## src/rtl/regfile_sweep_if.sv

```systemverilog
// rtl/regfile_sweep_if.sv - read/write port bundle for regfile_sweep
// Optional scoreboard signals appear when REGFILE_SCOREBOARD_EN is defined.
interface regfile_sweep_if #(
    parameter int DATA_W = 32,
    parameter int ADDR_W = 5
);
    logic [ADDR_W-1:0] rsaddr_i;
    logic [ADDR_W-1:0] rtaddr_i;
    logic [DATA_W-1:0] rsdata_o;
    logic [DATA_W-1:0] rtdata_o;
    logic              regwrite_i;
    logic [ADDR_W-1:0] writeaddr_i;
    logic [DATA_W-1:0] writedata_i;
`ifdef REGFILE_SCOREBOARD_EN
    logic              alloc_i;
    logic [ADDR_W-1:0] allocaddr_i;
    logic              rs_pending_o;
    logic              rt_pending_o;
`endif

`ifdef REGFILE_SCOREBOARD_EN
    modport master (
        output rsaddr_i, rtaddr_i, regwrite_i, writeaddr_i, writedata_i,
        output alloc_i, allocaddr_i,
        input  rsdata_o, rtdata_o, rs_pending_o, rt_pending_o
    );
    modport slave (
        input  rsaddr_i, rtaddr_i, regwrite_i, writeaddr_i, writedata_i,
        input  alloc_i, allocaddr_i,
        output rsdata_o, rtdata_o, rs_pending_o, rt_pending_o
    );
`else
    modport master (
        output rsaddr_i, rtaddr_i, regwrite_i, writeaddr_i, writedata_i,
        input  rsdata_o, rtdata_o
    );
    modport slave (
        input  rsaddr_i, rtaddr_i, regwrite_i, writeaddr_i, writedata_i,
        output rsdata_o, rtdata_o
    );
`endif
endinterface

```

## src/rtl/regfile_sweep.sv

```systemverilog
// rtl/regfile_sweep.sv - 2R/1W register file with clear sweep, bypass and zero register
// Optional pending scoreboard enabled by REGFILE_SCOREBOARD_EN.
module regfile_sweep #(
    parameter int DATA_W   = 32,
    parameter int ADDR_W   = 5,
    parameter int ZERO_REG = 1,
    parameter int BYPASS   = 1
) (
    input  logic            clk_i,
    input  logic            rst_i,
    input  logic            clear_i,
    output logic            busy_o,
    regfile_sweep_if.slave  rf
);
    localparam int DEPTH = 2 ** ADDR_W;

    typedef enum logic {
        S_IDLE  = 1'b0,
        S_CLEAR = 1'b1
    } state_t;

    state_t            state_q, state_d;
    logic [ADDR_W-1:0] cnt_q, cnt_d;
    logic [DATA_W-1:0] mem_q [DEPTH];

    logic              idle;
    logic              wr_en;
    logic              rs_zero, rt_zero, wa_zero;
    logic              rs_fwd, rt_fwd;
    logic              rd_block;

    always_ff @(posedge clk_i) begin
        if (rst_i) begin
            state_q <= S_CLEAR;
            cnt_q   <= '0;
        end else begin
            state_q <= state_d;
            cnt_q   <= cnt_d;
        end
    end

    always_comb begin
        state_d = state_q;
        cnt_d   = cnt_q;
        case (state_q)
            S_IDLE: begin
                if (clear_i) begin
                    state_d = S_CLEAR;
                    cnt_d   = '0;
                end
            end
            S_CLEAR: begin
                cnt_d = cnt_q + 1'b1;
                if (cnt_q == {ADDR_W{1'b1}}) begin
                    state_d = S_IDLE;
                end
            end
            default: begin
                state_d = S_CLEAR;
                cnt_d   = '0;
            end
        endcase
    end

    assign busy_o = (state_q == S_CLEAR);
    assign idle   = (state_q == S_IDLE);

    assign wa_zero = (ZERO_REG != 0) && (rf.writeaddr_i == '0);
    assign rs_zero = (ZERO_REG != 0) && (rf.rsaddr_i == '0);
    assign rt_zero = (ZERO_REG != 0) && (rf.rtaddr_i == '0);

    // A write is "performed" only in IDLE, outside reset, and not to a hard-wired zero entry.
    assign wr_en = idle && !rst_i && rf.regwrite_i && !wa_zero;

    always_ff @(posedge clk_i) begin
        if (!rst_i) begin
            if (state_q == S_CLEAR) begin
                mem_q[cnt_q] <= '0;
            end else if (wr_en) begin
                mem_q[rf.writeaddr_i] <= rf.writedata_i;
            end
        end
    end

    assign rd_block = rst_i || (state_q == S_CLEAR);
    assign rs_fwd   = (BYPASS != 0) && wr_en && (rf.writeaddr_i == rf.rsaddr_i);
    assign rt_fwd   = (BYPASS != 0) && wr_en && (rf.writeaddr_i == rf.rtaddr_i);

    always_comb begin
        rf.rsdata_o = mem_q[rf.rsaddr_i];
        if (rd_block || rs_zero) begin
            rf.rsdata_o = '0;
        end else if (rs_fwd) begin
            rf.rsdata_o = rf.writedata_i;
        end
    end

    always_comb begin
        rf.rtdata_o = mem_q[rf.rtaddr_i];
        if (rd_block || rt_zero) begin
            rf.rtdata_o = '0;
        end else if (rt_fwd) begin
            rf.rtdata_o = rf.writedata_i;
        end
    end

`ifdef REGFILE_SCOREBOARD_EN
    logic [DEPTH-1:0] pending_q, pending_d;
    logic             aa_zero;

    assign aa_zero = (ZERO_REG != 0) && (rf.allocaddr_i == '0);

    // Write clears before alloc sets so a same-address collision leaves the entry pending.
    always_comb begin
        pending_d = pending_q;
        if (idle) begin
            if (wr_en) begin
                pending_d[rf.writeaddr_i] = 1'b0;
            end
            if (clear_i) begin
                pending_d = '0;
            end else if (rf.alloc_i && !aa_zero) begin
                pending_d[rf.allocaddr_i] = 1'b1;
            end
        end
    end

    always_ff @(posedge clk_i) begin
        if (rst_i) begin
            pending_q <= '0;
        end else begin
            pending_q <= pending_d;
        end
    end

    assign rf.rs_pending_o = !rd_block && pending_q[rf.rsaddr_i];
    assign rf.rt_pending_o = !rd_block && pending_q[rf.rtaddr_i];
`endif
endmodule

```

## src/flat_wrapper.sv

```systemverilog
// flat-port wrapper written by rule: the top's interface ports become plain ports
module regfile_sweep_flat 
#(
    parameter int DATA_W   = 32,
    parameter int ADDR_W   = 5,
    parameter int ZERO_REG = 1,
    parameter int BYPASS   = 1
)
  (clk_i, rst_i, clear_i, busy_o, rf_rsaddr_i, rf_rtaddr_i, rf_regwrite_i, rf_writeaddr_i, rf_writedata_i, rf_rsdata_o, rf_rtdata_o);
  regfile_sweep_if #(.DATA_W(DATA_W), .ADDR_W(ADDR_W)) rf_i ();
  input  logic clk_i;
  input  logic rst_i;
  input  logic clear_i;
  output logic busy_o;
  input wire logic [$bits(rf_i.rsaddr_i)-1:0] rf_rsaddr_i;
  input wire logic [$bits(rf_i.rtaddr_i)-1:0] rf_rtaddr_i;
  input wire logic [$bits(rf_i.regwrite_i)-1:0] rf_regwrite_i;
  input wire logic [$bits(rf_i.writeaddr_i)-1:0] rf_writeaddr_i;
  input wire logic [$bits(rf_i.writedata_i)-1:0] rf_writedata_i;
  output wire logic [$bits(rf_i.rsdata_o)-1:0] rf_rsdata_o;
  output wire logic [$bits(rf_i.rtdata_o)-1:0] rf_rtdata_o;
  assign rf_i.rsaddr_i = rf_rsaddr_i;
  assign rf_i.rtaddr_i = rf_rtaddr_i;
  assign rf_i.regwrite_i = rf_regwrite_i;
  assign rf_i.writeaddr_i = rf_writeaddr_i;
  assign rf_i.writedata_i = rf_writedata_i;
  assign rf_rsdata_o = rf_i.rsdata_o;
  assign rf_rtdata_o = rf_i.rtdata_o;
  regfile_sweep #(.DATA_W(DATA_W), .ADDR_W(ADDR_W), .ZERO_REG(ZERO_REG), .BYPASS(BYPASS)) u_core (.clk_i(clk_i), .rst_i(rst_i), .clear_i(clear_i), .busy_o(busy_o), .rf(rf_i));
endmodule
```

## config.mk

```make
export PLATFORM = sky130hd
export DESIGN_NAME = regfile_sweep_flat
export DESIGN_NICKNAME = d
export VERILOG_FILES = /design/src/rtl/regfile_sweep_if.sv /design/src/rtl/regfile_sweep.sv /design/src/flat_wrapper.sv
export SDC_FILE = /design/constraint.sdc
export NUM_CORES = 1
export LEC_CHECK = 0
export BUFFER_PORTS_ARGS = -buffer_cell sky130_fd_sc_hd__buf_4
export CORE_UTILIZATION = 25
export CTS_CLUSTER_SIZE = 30
export DETAILED_ROUTE_END_ITERATION = 12
export PLACE_DENSITY = 0.36
export SLEW_MARGIN = 15
export SYNTH_ARGS = -nofsm -noshare
export SYNTH_HDL_FRONTEND = slang
export SYNTH_SLANG_ARGS = --single-unit
```

## constraint.sdc

```tcl
create_clock -name clk_i -period 6.1 [get_ports clk_i]
set_input_delay 1.22 -clock clk_i [delete_from_list [all_inputs] [get_ports clk_i]]
set_output_delay 1.22 -clock clk_i [all_outputs]
set_load 0.03 [all_outputs]
```

**Yosys cells after proc, flatten, opt, wreduce, memory -nomap -nowiden**

Memory sizes are Yosys's and may differ from the RTL's.
Cells that the tools add are included.

- Register bits after elaboration: 6
- Bits in writable memories: 1024
- Bits of input ports: 51
- Word-level logic and storage cells: 42
- Memories: 1

Memories:

| name | words | bits a word | rd ports | clocked after Yosys merged registers in | wr ports | line | text |
|---|---|---|---|---|---|---|---|
| u_core.mem_q | 32 | 32 | 2 | 0 | 1 | regfile_sweep.sv:24 | `logic [DATA_W-1:0] mem_q [DEPTH];` |

- Add/subtract/negate cells: 1
- Equality and inequality tests: 4
- Mux-type cells: 19
- Bitwise logic cells: 1
- Reductions and logical operators: 14

Operators by type and width:

| cell | count |
|---|---|
| $mux W32 | 5 |
| $reduce_or A32 Y1 | 1 |
| $logic_not A5 Y1 | 3 |
| $eq A5 B5 Y1 | 2 |
| $mux W1 | 10 |
| $mux W5 | 2 |
| $pmux W5 S2 | 1 |
| $add A5 B1 Y5 const B | 1 |
| $eq A5 B5 Y1 const B | 1 |
| $logic_and A1 B1 Y1 | 5 |
| $logic_or A1 B1 Y1 | 3 |
| $logic_not A1 Y1 | 2 |
| $ne A2 B2 Y1 const B | 1 |
| $pmux W1 S2 | 1 |
| $not A1 Y1 | 1 |

**Depth between registers and ports, before layout**

Gate-level depths: netlist (run 1).

- Depth in word-level cells: 10
- Depth in mapped cells: 9

**Worst setup path after synthesis (run 1)**

OpenSTA, ideal clock, no wires.

- Path type: input -> output
- From: input rf_writeaddr_i[3]
- To: output rf_rtdata_o[10]
- Arrival time: 3.356 ns
- Slack: 1.524 ns
- Stages on the path: 8
- Buffers on the path: 3
- Cells stage by stage: buf_4 or3_4 o31a_1 buf_6 nand3_2 o311ai_4 buf_6 o32ai_1

- Longest elaborated chain between the ends: 6
- Elaborated cells between the ends (all ways): 7

RTL lines:

| what | line | text |
|---|---|---|
| from (decl) | flat_wrapper.sv:18 | `input wire logic [$bits(rf_i.writeaddr_i)-1:0] rf_writeaddr_i;` |
| $logic_not A5 Y1 | regfile_sweep.sv:68 | `assign wa_zero = (ZERO_REG != 0) && (rf.writeaddr_i == '0);` |
| $logic_not A1 Y1 | regfile_sweep.sv:73 | `assign wr_en = idle && !rst_i && rf.regwrite_i && !wa_zero;` |
| $logic_and A1 B1 Y1 | regfile_sweep.sv:73 |  |
| $logic_and A1 B1 Y1 * | regfile_sweep.sv:87 | `assign rt_fwd = (BYPASS != 0) && wr_en && (rf.writeaddr_i == rf.rtaddr_i);` |
| $mux W32 * | regfile_sweep.sv:102 | `end else if (rt_fwd) begin` |
| $mux W32 * | regfile_sweep.sv:100 | `if (rd_block \|\| rt_zero) begin` |
| to (decl) | flat_wrapper.sv:21 | `output wire logic [$bits(rf_i.rtdata_o)-1:0] rf_rtdata_o;` |

Every way passes the cells marked *; elsewhere a longest branch is shown, timed or not.

**Final worst setup path (run 1)**

- From: input rf_rtaddr_i[1]
- To: output rf_rtdata_o[18]

- Longest elaborated chain between the ends: 4
- Elaborated cells between the ends (all ways): 7

RTL lines:

| what | line | text |
|---|---|---|
| from (decl) | flat_wrapper.sv:16 | `input wire logic [$bits(rf_i.rtaddr_i)-1:0] rf_rtaddr_i;` |
| branches (longest 3 deep; another with $mem_v2 Z32 W32) | -- |  |
| $mux W32 * | regfile_sweep.sv:100 |  |

Mark *: on every way between the ends.

==> PnR_summary.wiki, run 1 <==
{| class="wikitable"
! Metric !! Value
|-
| Share of synthesized area occupied by flip-flops and latches || 0.632
|-
| RR Endpoint || u_core.mem_q[9][17]
|-
| Setup repair after global routing missed its margin || no
|-
| Critical Path Fanout Max || 35
|-
| Number of placement rows || 161
|-
| Power spent charging and discharging nets || 3.76 mW
|-
| Total nets after synthesis || 2706
|-
| Clock tree from TritonCTS || yes
|-
| Total Die Area || 197000 µm²
|-
| Post-synthesis cell area || 48800 µm²
|-
| CTS Root Cell || sky130_fd_sc_hd__clkbuf_16
|-
| Number of enable-type register cells in the synthesized netlist || 1024
|-
| Setup slack after placement || 0.490 ns
|-
| Clock transition at path regs || 0.06 ns
|-
| Leakage power of the design || 20.4 nW
|-
| Post-synthesis instance total || 2653
|-
| Count of filler cells inserted in the layout || 18800
|-
| Source-to-sink clock delay at the later pin of the worst-skew pair || 0.76 ns
|-
| Post-DP HPWL || 125 mm
|-
| Worst path bufs/invs || 4
|-
| Number of pins exceeding their max-slew limit in the final report || 0
|-
| Setup TNS || 0 ns
|-
| Share of the synthesized netlist area taken by xor and xnor gates || 0.00179
|-
| Antenna viol nets, final || 0
|-
| Sequential share of power || 0.480
|-
| Die outline height || 444 µm
|-
| Hold crit path type || reg -> reg
|-
| WP data arrival || 4.37 ns
|-
| Starting utilization of the core area || 0.253
|-
| Detail-routed via count per cell || 5.44
|-
| Maximum resistive drop on vdd || 0.210 mV
|-
| Instance area at placement || 54200 µm²
|-
| Fin nets || 2909
|-
| Leading area contributor after synthesis || sky130_fd_sc_hd__edfxtp_1
|-
| Setup WS post-layout || 0.508 ns
|-
| Number of buffers inserted by hold repair at cts || 0
|-
| Remaining max-slew budget at the tightest pin || 0.253
|-
| Cell variety after synth || 61
|-
| Die X-Extent || 444 µm
|-
| Final-report hold violation count || 0
|-
| Final worst-path cycle share || 0.917
|-
| Maximum count of clock buffers along a single path || 3
|-
| Slew of the pin with the lowest slew margin || 1.11 ns
|-
| Fraction of registers with async set or reset after synthesis || 0
|-
| Ordered cell list for the critical path || buf_8 -> buf_4 -> buf_4 -> mux4_2 -> a22o_1 -> a211oi_1 -> o32ai_1 -> buf_4
|-
| Layout overhead on the synthesized area || 18.9%
|-
| Number of antenna violations at the first check in global routing || 7
|-
| Number of failing setup endpoints in the final timing report || 0
|-
| Syn Area/Cell || 18.4 µm²
|-
| Worst-case reg-to-reg path depth || 6
|-
| Buffers added on ports || 115
|-
| Largest net degree at the start of global routing || 81
|-
| Synthesized-area fraction occupied by ao, oa, aoi and oai cells || 0.0868
|-
| Starting DRC count in detailed routing || 2792
|-
| Number of clock sinks seen by CTS || 1030
|-
| R2r startpoint || u_core.busy_o
|-
| Fin Clk Skew || 0.0378 ns
|-
| Crit path largest cell delay || 0.95 ns
|-
| FF-to-FF setup slack || 2.36 ns
|-
| Cell seen most often among critical-path stages || sky130_fd_sc_hd__buf_4
|-
| Final instance area || 58100 µm²
|-
| Combinational family with the most area after synthesis || multiplexers
|-
| Logic gate share of total power || 0.072
|-
| Gpl congestion || 0.779
|-
| Buffers inserted during post-CTS setup optimization || 0
|-
| Critical path class || in -> out
|-
| Wire length reported by the detailed router || 212 mm
|-
| Crit start category || input port
|-
| Vias in the first global route || 31700
|-
| Layout cell share with drive strength beyond 1 || 0.343
|-
| Max Freq || 179 MHz
|-
| Seq cells post-synth || 1030
|-
| Cell depth of the worst min-delay path || 2
|-
| Outcome || finished, final reports clean
|-
| Cells taking the most area after synthesis || sky130_fd_sc_hd__edfxtp_1 (63%), sky130_fd_sc_hd__mux4_2 (18%), sky130_fd_sc_hd__mux2i_1 (5.6%), sky130_fd_sc_hd__a221oi_1 (1.2%), sky130_fd_sc_hd__a22oi_1 (1.0%)
|-
| Residual overflow from global routing || 0
|-
| Kind of end point of the critical path || primary output
|-
| Deepest level of the CTS H-tree || 3
|-
| DRC violation count after routing || 0
|-
| CP delay by family, top || buffers and inverters
|-
| Top-level I/O count || 116
|-
| Clk pwr share || 0.448
|-
| # resized after CTS || 0
|-
| Switching part of the total power || 0.233
|-
| Number of optimization iterations in the first detailed-route pass || 5
|-
| Internal || 12.3 mW
|-
| Number of buffers inserted during clock tree synthesis || 121
|-
| Total power of the final layout || 16.1 mW
|-
| Share of the synthesized area in the top cell type || 0.630
|-
| Crit-path slowest cell || sky130_fd_sc_hd__o32ai_1
|-
| Overall via count from detail_route || 29800
|-
| Count of yosys warnings during synthesis || 0
|-
| Final worst path period need || 5.59 ns
|-
| Post-Synth Adder-Cell Area || 0.000513
|-
| End point of the worst hold path || u_core.cnt_q[3]
|-
| Worst Path Required || 4.88 ns
|-
| P per Cell Area || 277 nW/µm²
|-
| Launch instance of the worst min-delay path || u_core.cnt_q[3]
|-
| Wire length per cell after detailed routing || 38.8 µm
|-
| First-pass GRT wire length || 283 mm
|-
| Max-capacitance violation count || 0
|-
| Global-route total usage across every layer || 0.212
|-
| Ys flop type || sky130_fd_sc_hd__edfxtp_1
|-
| Multiplexer share of the synthesized area || 0.240
|-
| Area of the core region || 193000 µm²
|-
| Simple-gate area share of the yosys netlist || 0.0144
|}
==> worst max path at each step <==
stage | to | depth (start not counted) | start
floorplan | rf_rtdata_o[10] | 8 | rf_writeaddr_i[3]
global placement | rf_rtdata_o[8] | 8 | rf_rtaddr_i[1]
detailed placement | rf_rtdata_o[18] | 8 | rf_rtaddr_i[1]
CTS | rf_rtdata_o[18] | 8 | rf_rtaddr_i[1]
global route | rf_rtdata_o[18] | 8 | rf_rtaddr_i[1]
finish | rf_rtdata_o[18] | 8 | rf_rtaddr_i[1]
==> cell usage after synthesis, types with 19 or more instances <==
library cell	count
sky130_fd_sc_hd__a211o_1	46
sky130_fd_sc_hd__a211oi_1	19
sky130_fd_sc_hd__a21oi_1	44
sky130_fd_sc_hd__a21oi_2	30
sky130_fd_sc_hd__a221oi_1	67
sky130_fd_sc_hd__a22o_1	42
sky130_fd_sc_hd__a22oi_1	66
sky130_fd_sc_hd__a22oi_2	30
sky130_fd_sc_hd__buf_2	70
sky130_fd_sc_hd__buf_4	19
sky130_fd_sc_hd__clkbuf_1	108
sky130_fd_sc_hd__edfxtp_1	1024
sky130_fd_sc_hd__inv_1	37
sky130_fd_sc_hd__mux2_2	28
sky130_fd_sc_hd__mux2i_1	273
sky130_fd_sc_hd__mux4_2	384
sky130_fd_sc_hd__nand2_1	42
sky130_fd_sc_hd__nor2_1	76
sky130_fd_sc_hd__o21bai_1	32
sky130_fd_sc_hd__o221ai_1	31
sky130_fd_sc_hd__o22ai_1	32
sky130_fd_sc_hd__o32ai_1	22
==> cell usage in the layout (no fill, tap or decap), types with 5 or more instances in the layout <==
cell | netlist | routed
sky130_fd_sc_hd__mux2i_1 | 273 | 273
sky130_fd_sc_hd__o32ai_2 | 10 | 10
sky130_fd_sc_hd__a221oi_1 | 67 | 67
sky130_fd_sc_hd__nor2_4 | 0 | 36
sky130_fd_sc_hd__buf_12 | 0 | 51
sky130_fd_sc_hd__a211o_1 | 46 | 46
sky130_fd_sc_hd__o21bai_1 | 32 | 32
sky130_fd_sc_hd__clkbuf_16 | 0 | 125
sky130_fd_sc_hd__dfxtp_1 | 6 | 6
sky130_fd_sc_hd__edfxtp_1 | 1024 | 1024
sky130_fd_sc_hd__xor2_1 | 5 | 5
sky130_fd_sc_hd__o221ai_1 | 31 | 31
sky130_fd_sc_hd__nand2_1 | 42 | 41
sky130_fd_sc_hd__bufinv_16 | 0 | 11
sky130_fd_sc_hd__clkinv_1 | 0 | 24
sky130_fd_sc_hd__a21oi_1 | 44 | 44
sky130_fd_sc_hd__o21ai_0 | 13 | 13
sky130_fd_sc_hd__a22oi_2 | 30 | 30
sky130_fd_sc_hd__clkbuf_1 | 108 | 23
sky130_fd_sc_hd__o32ai_1 | 22 | 22
sky130_fd_sc_hd__a211oi_1 | 19 | 19
sky130_fd_sc_hd__inv_1 | 37 | 36
sky130_fd_sc_hd__buf_4 | 19 | 247
sky130_fd_sc_hd__a22oi_1 | 66 | 66
sky130_fd_sc_hd__a22o_1 | 42 | 42
sky130_fd_sc_hd__a21oi_2 | 30 | 30
sky130_fd_sc_hd__nor2_1 | 76 | 39
sky130_fd_sc_hd__a2111oi_0 | 8 | 8
sky130_fd_sc_hd__clkinv_2 | 0 | 24
sky130_fd_sc_hd__nand3_1 | 5 | 5
sky130_fd_sc_hd__xnor2_1 | 5 | 5
sky130_fd_sc_hd__mux4_2 | 384 | 384
sky130_fd_sc_hd__o22ai_1 | 32 | 32
sky130_fd_sc_hd__mux2_2 | 28 | 28
==> per-stage QoR <==
stage / std cells / utilization / hold slack, ns
2_1_floorplan: 2653 / - / 0.508
3_3_place_gp: 5259 / 0.281 / 0.567
3_5_place_dp: 5259 / 0.281 / 0.581
4_1_cts: 5475 / 0.300 / 0.591
5_1_grt: 5476 / 0.301 / 0.639
6_report: 5478 / 0.301 / 0.600
==> cell type report <==
type	instances	area, µm²	area share
Timing Repair Buffer	302	2940	0.0506
Inverter	37	139	0.00239
Antenna cell	3	7.51	0.000129
Tap cell	2526	3160	0.0544
Multi-Input combinational cell	1364	17100	0.294
Clock inverter	65	599	0.0103
Clock buffer	151	3260	0.0561
Sequential cell	1030	30900	0.532
==> layer usage <==
metal,global-route usage,up-vias,share of wire
met5,0,-,0.00012
met4,0.0554,4,0.026
met3,0.0338,241,0.051
met2,0.356,1085,0.49
met1,0.285,16600,0.44
li1,-,11900,-
==> state kept, by name, summed over array words and instances, names as in the netlist <==
signal	cells
u_core.mem_q	1024
u_core.busy_o	1
u_core.cnt_q	5
==> cells by family (layout without fill, tap and decap cells) <==
group,after synthesis,after routing
muxes,685,685
other,0,3
DFF,1030,1030
AOI/OAI and AO/OA,511,511
and+or+nand+nor,156,156
buffers and inverters,259,555
adders and majority gates,2,2
xor gates and xnor gates,10,10
==> tightest hold or removal path, cell delays in order, from the launching register on <==
cell,delay [ns]
sky130_fd_sc_hd__dfxtp_1,0.38
sky130_fd_sc_hd__o21ai_0,0.11
sky130_fd_sc_hd__a21oi_1,0.06
==> power groups by stage <==
stage	clock [mW]	combinational, mW	sequential, mW
floorplan	0	0.681	7.87
global placement	0	1.18	7.87
detailed placement	0	1.18	7.87
CTS	7.36	1.18	7.72
global route	7.60	1.21	7.73
finish	7.21	1.16	7.73
(Power assumes the default switching activity.)
==> inputs of run 2 (changes only) <==
--- a/config.mk
+++ b/config.mk
@@ -5,8 +5,10 @@
 export SDC_FILE = /design/constraint.sdc
 export NUM_CORES = 1
 export LEC_CHECK = 0
+export ABC_AREA = 1
 export BUFFER_PORTS_ARGS = -buffer_cell sky130_fd_sc_hd__buf_4
 export CORE_UTILIZATION = 25
+export CTS_BUF_LIST = sky130_fd_sc_hd__clkbuf_2
 export CTS_CLUSTER_SIZE = 30
 export DETAILED_ROUTE_END_ITERATION = 12
 export PLACE_DENSITY = 0.36
==> PnR_summary.wiki, run 2 <==
{| class="wikitable"
! Metric !! Value
|-
| Residual overflow from global routing || 0 (unchanged)
|-
| First-pass GRT wire length || 362 mm (was 283 mm)
|-
| Overall via count from detail_route || 49000 (was 29800)
|-
| Source-to-sink clock delay at the later pin of the worst-skew pair || 1.86 ns (was 0.76 ns)
|-
| Ys flop type || sky130_fd_sc_hd__edfxtp_1 (unchanged)
|-
| Most common cell after layout, fill and taps aside || sky130_fd_sc_hd__nand2_1 (was sky130_fd_sc_hd__edfxtp_1)
|-
| Maximum resistive drop on vdd || 0.190 mV (was 0.210 mV)
|-
| DRC violation count after routing || 0 (unchanged)
|-
| Antenna viol nets, final || 0 (unchanged)
|-
| Post-DP HPWL || 142 mm (was 125 mm)
|-
| Cell seen most often among critical-path stages || sky130_fd_sc_hd__nand2_4 (was sky130_fd_sc_hd__buf_4)
|-
| Crit start category || flop (was input port)
|-
| Outcome || finished, final reports clean (unchanged)
|-
| Cells taking the most area after synthesis || sky130_fd_sc_hd__edfxtp_1 (55%), sky130_fd_sc_hd__nand2_1 (18%), sky130_fd_sc_hd__nand3_1 (9.8%), sky130_fd_sc_hd__inv_1 (4.9%), sky130_fd_sc_hd__nor2_1 (4.1%) (was sky130_fd_sc_hd__edfxtp_1 (63%), sky130_fd_sc_hd__mux4_2 (18%), sky130_fd_sc_hd__mux2i_1 (5.6%), sky130_fd_sc_hd__a221oi_1 (1.2%), sky130_fd_sc_hd__a22oi_1 (1.0%))
|-
| Critical Path Fanout Max || 32 (was 35)
|-
| Total nets after synthesis || 6967 (was 2706)
|-
| Wire length per cell after detailed routing || 25.4 µm (was 38.8 µm)
|-
| Flip-flop count of the largest register after layout || 1024 (unchanged)
|-
| Syn Area/Cell || 8.06 µm² (was 18.4 µm²)
|-
| Maximum count of clock buffers along a single path || 4 (was 3)
|-
| Setup repair after global routing missed its margin || no (unchanged)
|-
| Post-synthesis cell area || 55700 µm² (was 48800 µm²)
|-
| Post-Synth Adder-Cell Area || 0.000449 (was 0.000513)
|-
| Share of the synthesized area in the top cell type || 0.552 (was 0.630)
|-
| Wire length reported by the detailed router || 261 mm (was 212 mm)
|-
| Count of yosys warnings during synthesis || 0 (unchanged)
|-
| Ordered cell list for the critical path || inv_2 -> nand2_1 -> nor2_2 -> nand2_4 -> nor3_4 -> nand2_4 -> a21oi_2 -> buf_4 (was buf_8 -> buf_4 -> buf_4 -> mux4_2 -> a22o_1 -> a211oi_1 -> o32ai_1 -> buf_4)
|-
| Number of clock sinks seen by CTS || 1030 (unchanged)
|-
| Biggest register || u_core.mem_q (unchanged)
|-
| Clock transition at path regs || 0.10 ns (was 0.06 ns)
|-
| Gpl congestion || 0.799 (was 0.779)
|-
| Combinational family with the most area after synthesis || simple AND/OR/NAND/NOR gates (was multiplexers)
|-
| List of most frequent post-synthesis cells || sky130_fd_sc_hd__nand2_1 (2651), sky130_fd_sc_hd__nand3_1 (1091), sky130_fd_sc_hd__edfxtp_1 (1024) (was sky130_fd_sc_hd__edfxtp_1 (1024), sky130_fd_sc_hd__mux4_2 (384), sky130_fd_sc_hd__mux2i_1 (273))
|-
| Instance area at placement || 60400 µm² (was 54200 µm²)
|-
| Number of buffers inserted during clock tree synthesis || 325 (was 121)
|-
| Max Freq || 171 MHz (was 179 MHz)
|-
| Buffers added on ports || 115 (unchanged)
|-
| Count of placed standard cells in the final layout, fillers left out || 10300 (was 5478)
|-
| Final worst-path cycle share || 0.956 (was 0.917)
|-
| Detail-routed via count per cell || 4.77 (was 5.44)
|-
| Max-capacitance violation count || 0 (unchanged)
|-
| Most used cells in the layout excluding fill and tap cells || sky130_fd_sc_hd__nand2_1 (2649), sky130_fd_sc_hd__nand3_1 (1091), sky130_fd_sc_hd__edfxtp_1 (1024) (was sky130_fd_sc_hd__edfxtp_1 (1024), sky130_fd_sc_hd__mux4_2 (384), sky130_fd_sc_hd__mux2i_1 (273))
|-
| Clock tree from TritonCTS || yes (unchanged)
|-
| Placed cells || 9734 (was 5259)
|-
| Layout overhead on the synthesized area || 13.6% (was 18.9%)
|-
| Number of failing setup endpoints in the final timing report || 0 (unchanged)
|-
| Final worst path period need || 5.83 ns (was 5.59 ns)
|-
| Top-level I/O count || 116 (unchanged)
|-
| Number of pins exceeding their max-slew limit in the final report || 0 (unchanged)
|-
| Vias in the first global route || 47300 (was 31700)
|-
| Fraction of registers with async set or reset after synthesis || 0 (unchanged)
|-
| Number of optimization iterations in the first detailed-route pass || 6 (was 5)
|-
| FF-to-FF setup slack || 1.82 ns (was 2.36 ns)
|-
| Setup TNS || 0 ns (unchanged)
|-
| Number of enable-type register cells in the synthesized netlist || 1024 (unchanged)
|-
| CTS Root Cell || sky130_fd_sc_hd__clkbuf_2 (was sky130_fd_sc_hd__clkbuf_16)
|-
| Leakage power of the design || 28.0 nW (was 20.4 nW)
|-
| Area occupied by registers || 30900 µm² (unchanged)
|-
| Cell variety after synth || 30 (was 61)
|-
| Final instance area || 63300 µm² (was 58100 µm²)
|-
| Layer with the highest usage || met2 (unchanged)
|-
| Combined area of the multi-input logic cells || 20300 µm² (was 17100 µm²)
|-
| Synthesized-area fraction occupied by ao, oa, aoi and oai cells || 0.0362 (was 0.0868)
|-
| Remaining max-slew budget at the tightest pin || 0.145 (was 0.253)
|-
| Starting DRC count in detailed routing || 4381 (was 2792)
|-
| P per Cell Area || 233 nW/µm² (was 277 nW/µm²)
|-
| Deepest level of the CTS H-tree || 5 (was 3)
|-
| Seq cells post-synth || 1030 (unchanged)
|-
| Hold crit path type || in -> reg (was reg -> reg)
|-
| Count leader, synth || sky130_fd_sc_hd__nand2_1 (was sky130_fd_sc_hd__edfxtp_1)
|-
| Number of placement rows || 172 (was 161)
|-
| WP data arrival || 4.61 ns (was 4.37 ns)
|-
| Met3 Resource Use GR || 0.0364 (was 0.0338)
|-
| Area of the core region || 221000 µm² (was 193000 µm²)
|-
| Number of antenna violations at the first check in global routing || 4 (was 7)
|-
| Largest net degree at the start of global routing || 170 (was 81)
|-
| Starting utilization of the core area || 0.253 (about the same)
|-
| Worst Path Required || 4.88 ns (about the same)
|-
| Global Route met2 Usage || 0.378 (was 0.356)
|-
| Slew of the pin with the lowest slew margin || 1.28 ns (was 1.11 ns)
|-
| Leading area contributor after synthesis || sky130_fd_sc_hd__edfxtp_1 (unchanged)
|-
| Die X-Extent || 474 µm (was 444 µm)
|-
| Multiplexer share of the synthesized area || 0 (was 0.240)
|-
| Critical path class || reg -> out (was in -> out)
|-
| Kind of end point of the critical path || primary output (unchanged)
|-
| Count of filler cells inserted in the layout || 23700 (was 18800)
|-
| Global-route total usage across every layer || 0.229 (was 0.212)
|-
| Met1 usage in global routing || 0.293 (was 0.285)
|-
| Final-report hold violation count || 0 (unchanged)
|-
| Die outline height || 474 µm (was 444 µm)
|-
| Fin nets || 7187 (was 2909)
|-
| Fin Clk Skew || 0.120 ns (was 0.0378 ns)
|-
| Post-synthesis instance total || 6914 (was 2653)
|-
| Crit-path slowest cell || sky130_fd_sc_hd__a21oi_2 (was sky130_fd_sc_hd__o32ai_1)
|-
| Crit path largest cell delay || 0.59 ns (was 0.95 ns)
|-
| Simple-gate area share of the yosys netlist || 0.320 (was 0.0144)
|-
| Share of the synthesized netlist area taken by xor and xnor gates || 0.00110 (was 0.00179)
|-
| Total Die Area || 225000 µm² (was 197000 µm²)
|-
| Share of synthesized area occupied by flip-flops and latches || 0.554 (was 0.632)
|-
| Layout cell share with drive strength beyond 1 || 0.122 (was 0.343)
|}
## run 2: changes by cell type after synthesis, moves of 78 or more
cell / delta
sky130_fd_sc_hd__nand2_1: +2609
sky130_fd_sc_hd__inv_1: +686
sky130_fd_sc_hd__nand3_1: +1086
sky130_fd_sc_hd__mux4_2: -384
sky130_fd_sc_hd__mux2i_1: -273
sky130_fd_sc_hd__o21ai_0: +133
sky130_fd_sc_hd__o211ai_1: +78
sky130_fd_sc_hd__nor2_1: +534
sky130_fd_sc_hd__buf_2: +194
## run 2: cells by family (layout without fill, tap and decap cells)
family                   after synthesis  in the layout
other                                  0              2
flip-flops                          1030           1030
AND/OR/NAND/NOR                     4370           4370
AO/OA/AOI/OAI                        338            338
XOR/XNOR                               7              7
buffers and inverters               1167           1579
adder cells (fa/ha/maj)                2              2
## run 2: timing repair
item	CTS	global route
setup endpoints to repair	23	0
setup buffers	0	0
resized for setup	5	0
hold buffers	31	0
hold endpoints to repair	665	0
## run 2: cell type report
type | instances | share of cell area
tap | 2958 | 0.0585
inverter | 728 | 0.0438
clock buffer | 461 | 0.0364
antenna | 2 | 0.0000791
sequential | 1030 | 0.488
clock inverter | 58 | 0.00364
timing repair buffer | 332 | 0.0493
multi-input combinational | 4717 | 0.321
## run 2: metal layers
layer | vias to the layer above | wire length (µm)
met1 | 23900 | 113000
li1 | 22900 | -
met3 | 483 | 14400
met4 | 0 | 11200
met2 | 1785 | 123000
met5 | - | 0
## run 2: metrics by stage
step            util  hold slack, ns  worst slack [ns]  power, mW
3_5_place_dp   0.274           0.459             0.592       9.59
6_report       0.287           0.319             0.266       14.7
2_1_floorplan      -           0.433              2.18       8.86
3_3_place_gp   0.274           0.462             0.607       9.60
5_1_grt        0.287           0.159            0.0612       15.4
4_1_cts        0.287          0.0441            0.0253       15.0
## run 2: final timing paths
kind | from | to | depth (start not counted)
worst min-delay path | rst_i | u_core.cnt_q[1] | 3
worst max-delay path | u_core.busy_o | rf_rsdata_o[28] | 8
worst min register to register | u_core.cnt_q[3] | u_core.cnt_q[3] | 1
worst max register to register | u_core.busy_o | u_core.mem_q[13][2] | 11
## run 2: report_power, final
part | switching [mW] | total, mW | leakage [nW] | internal, mW
combinational | 1.28 | 1.72 | 17.2 | 0.441
clock | 3.31 | 5.30 | 2.04 | 1.99
sequential | 0.0174 | 7.72 | 8.76 | 7.70
total | 4.61 | 14.7 | 28.0 | 10.1
## run 2: critical path, delay by kind of cell, from the launching register on
family	cells	cell delay (ns)
compound gates	1	0.59
buf+inv	2	0.39
flops	1	0.45
simple gates	5	1.37
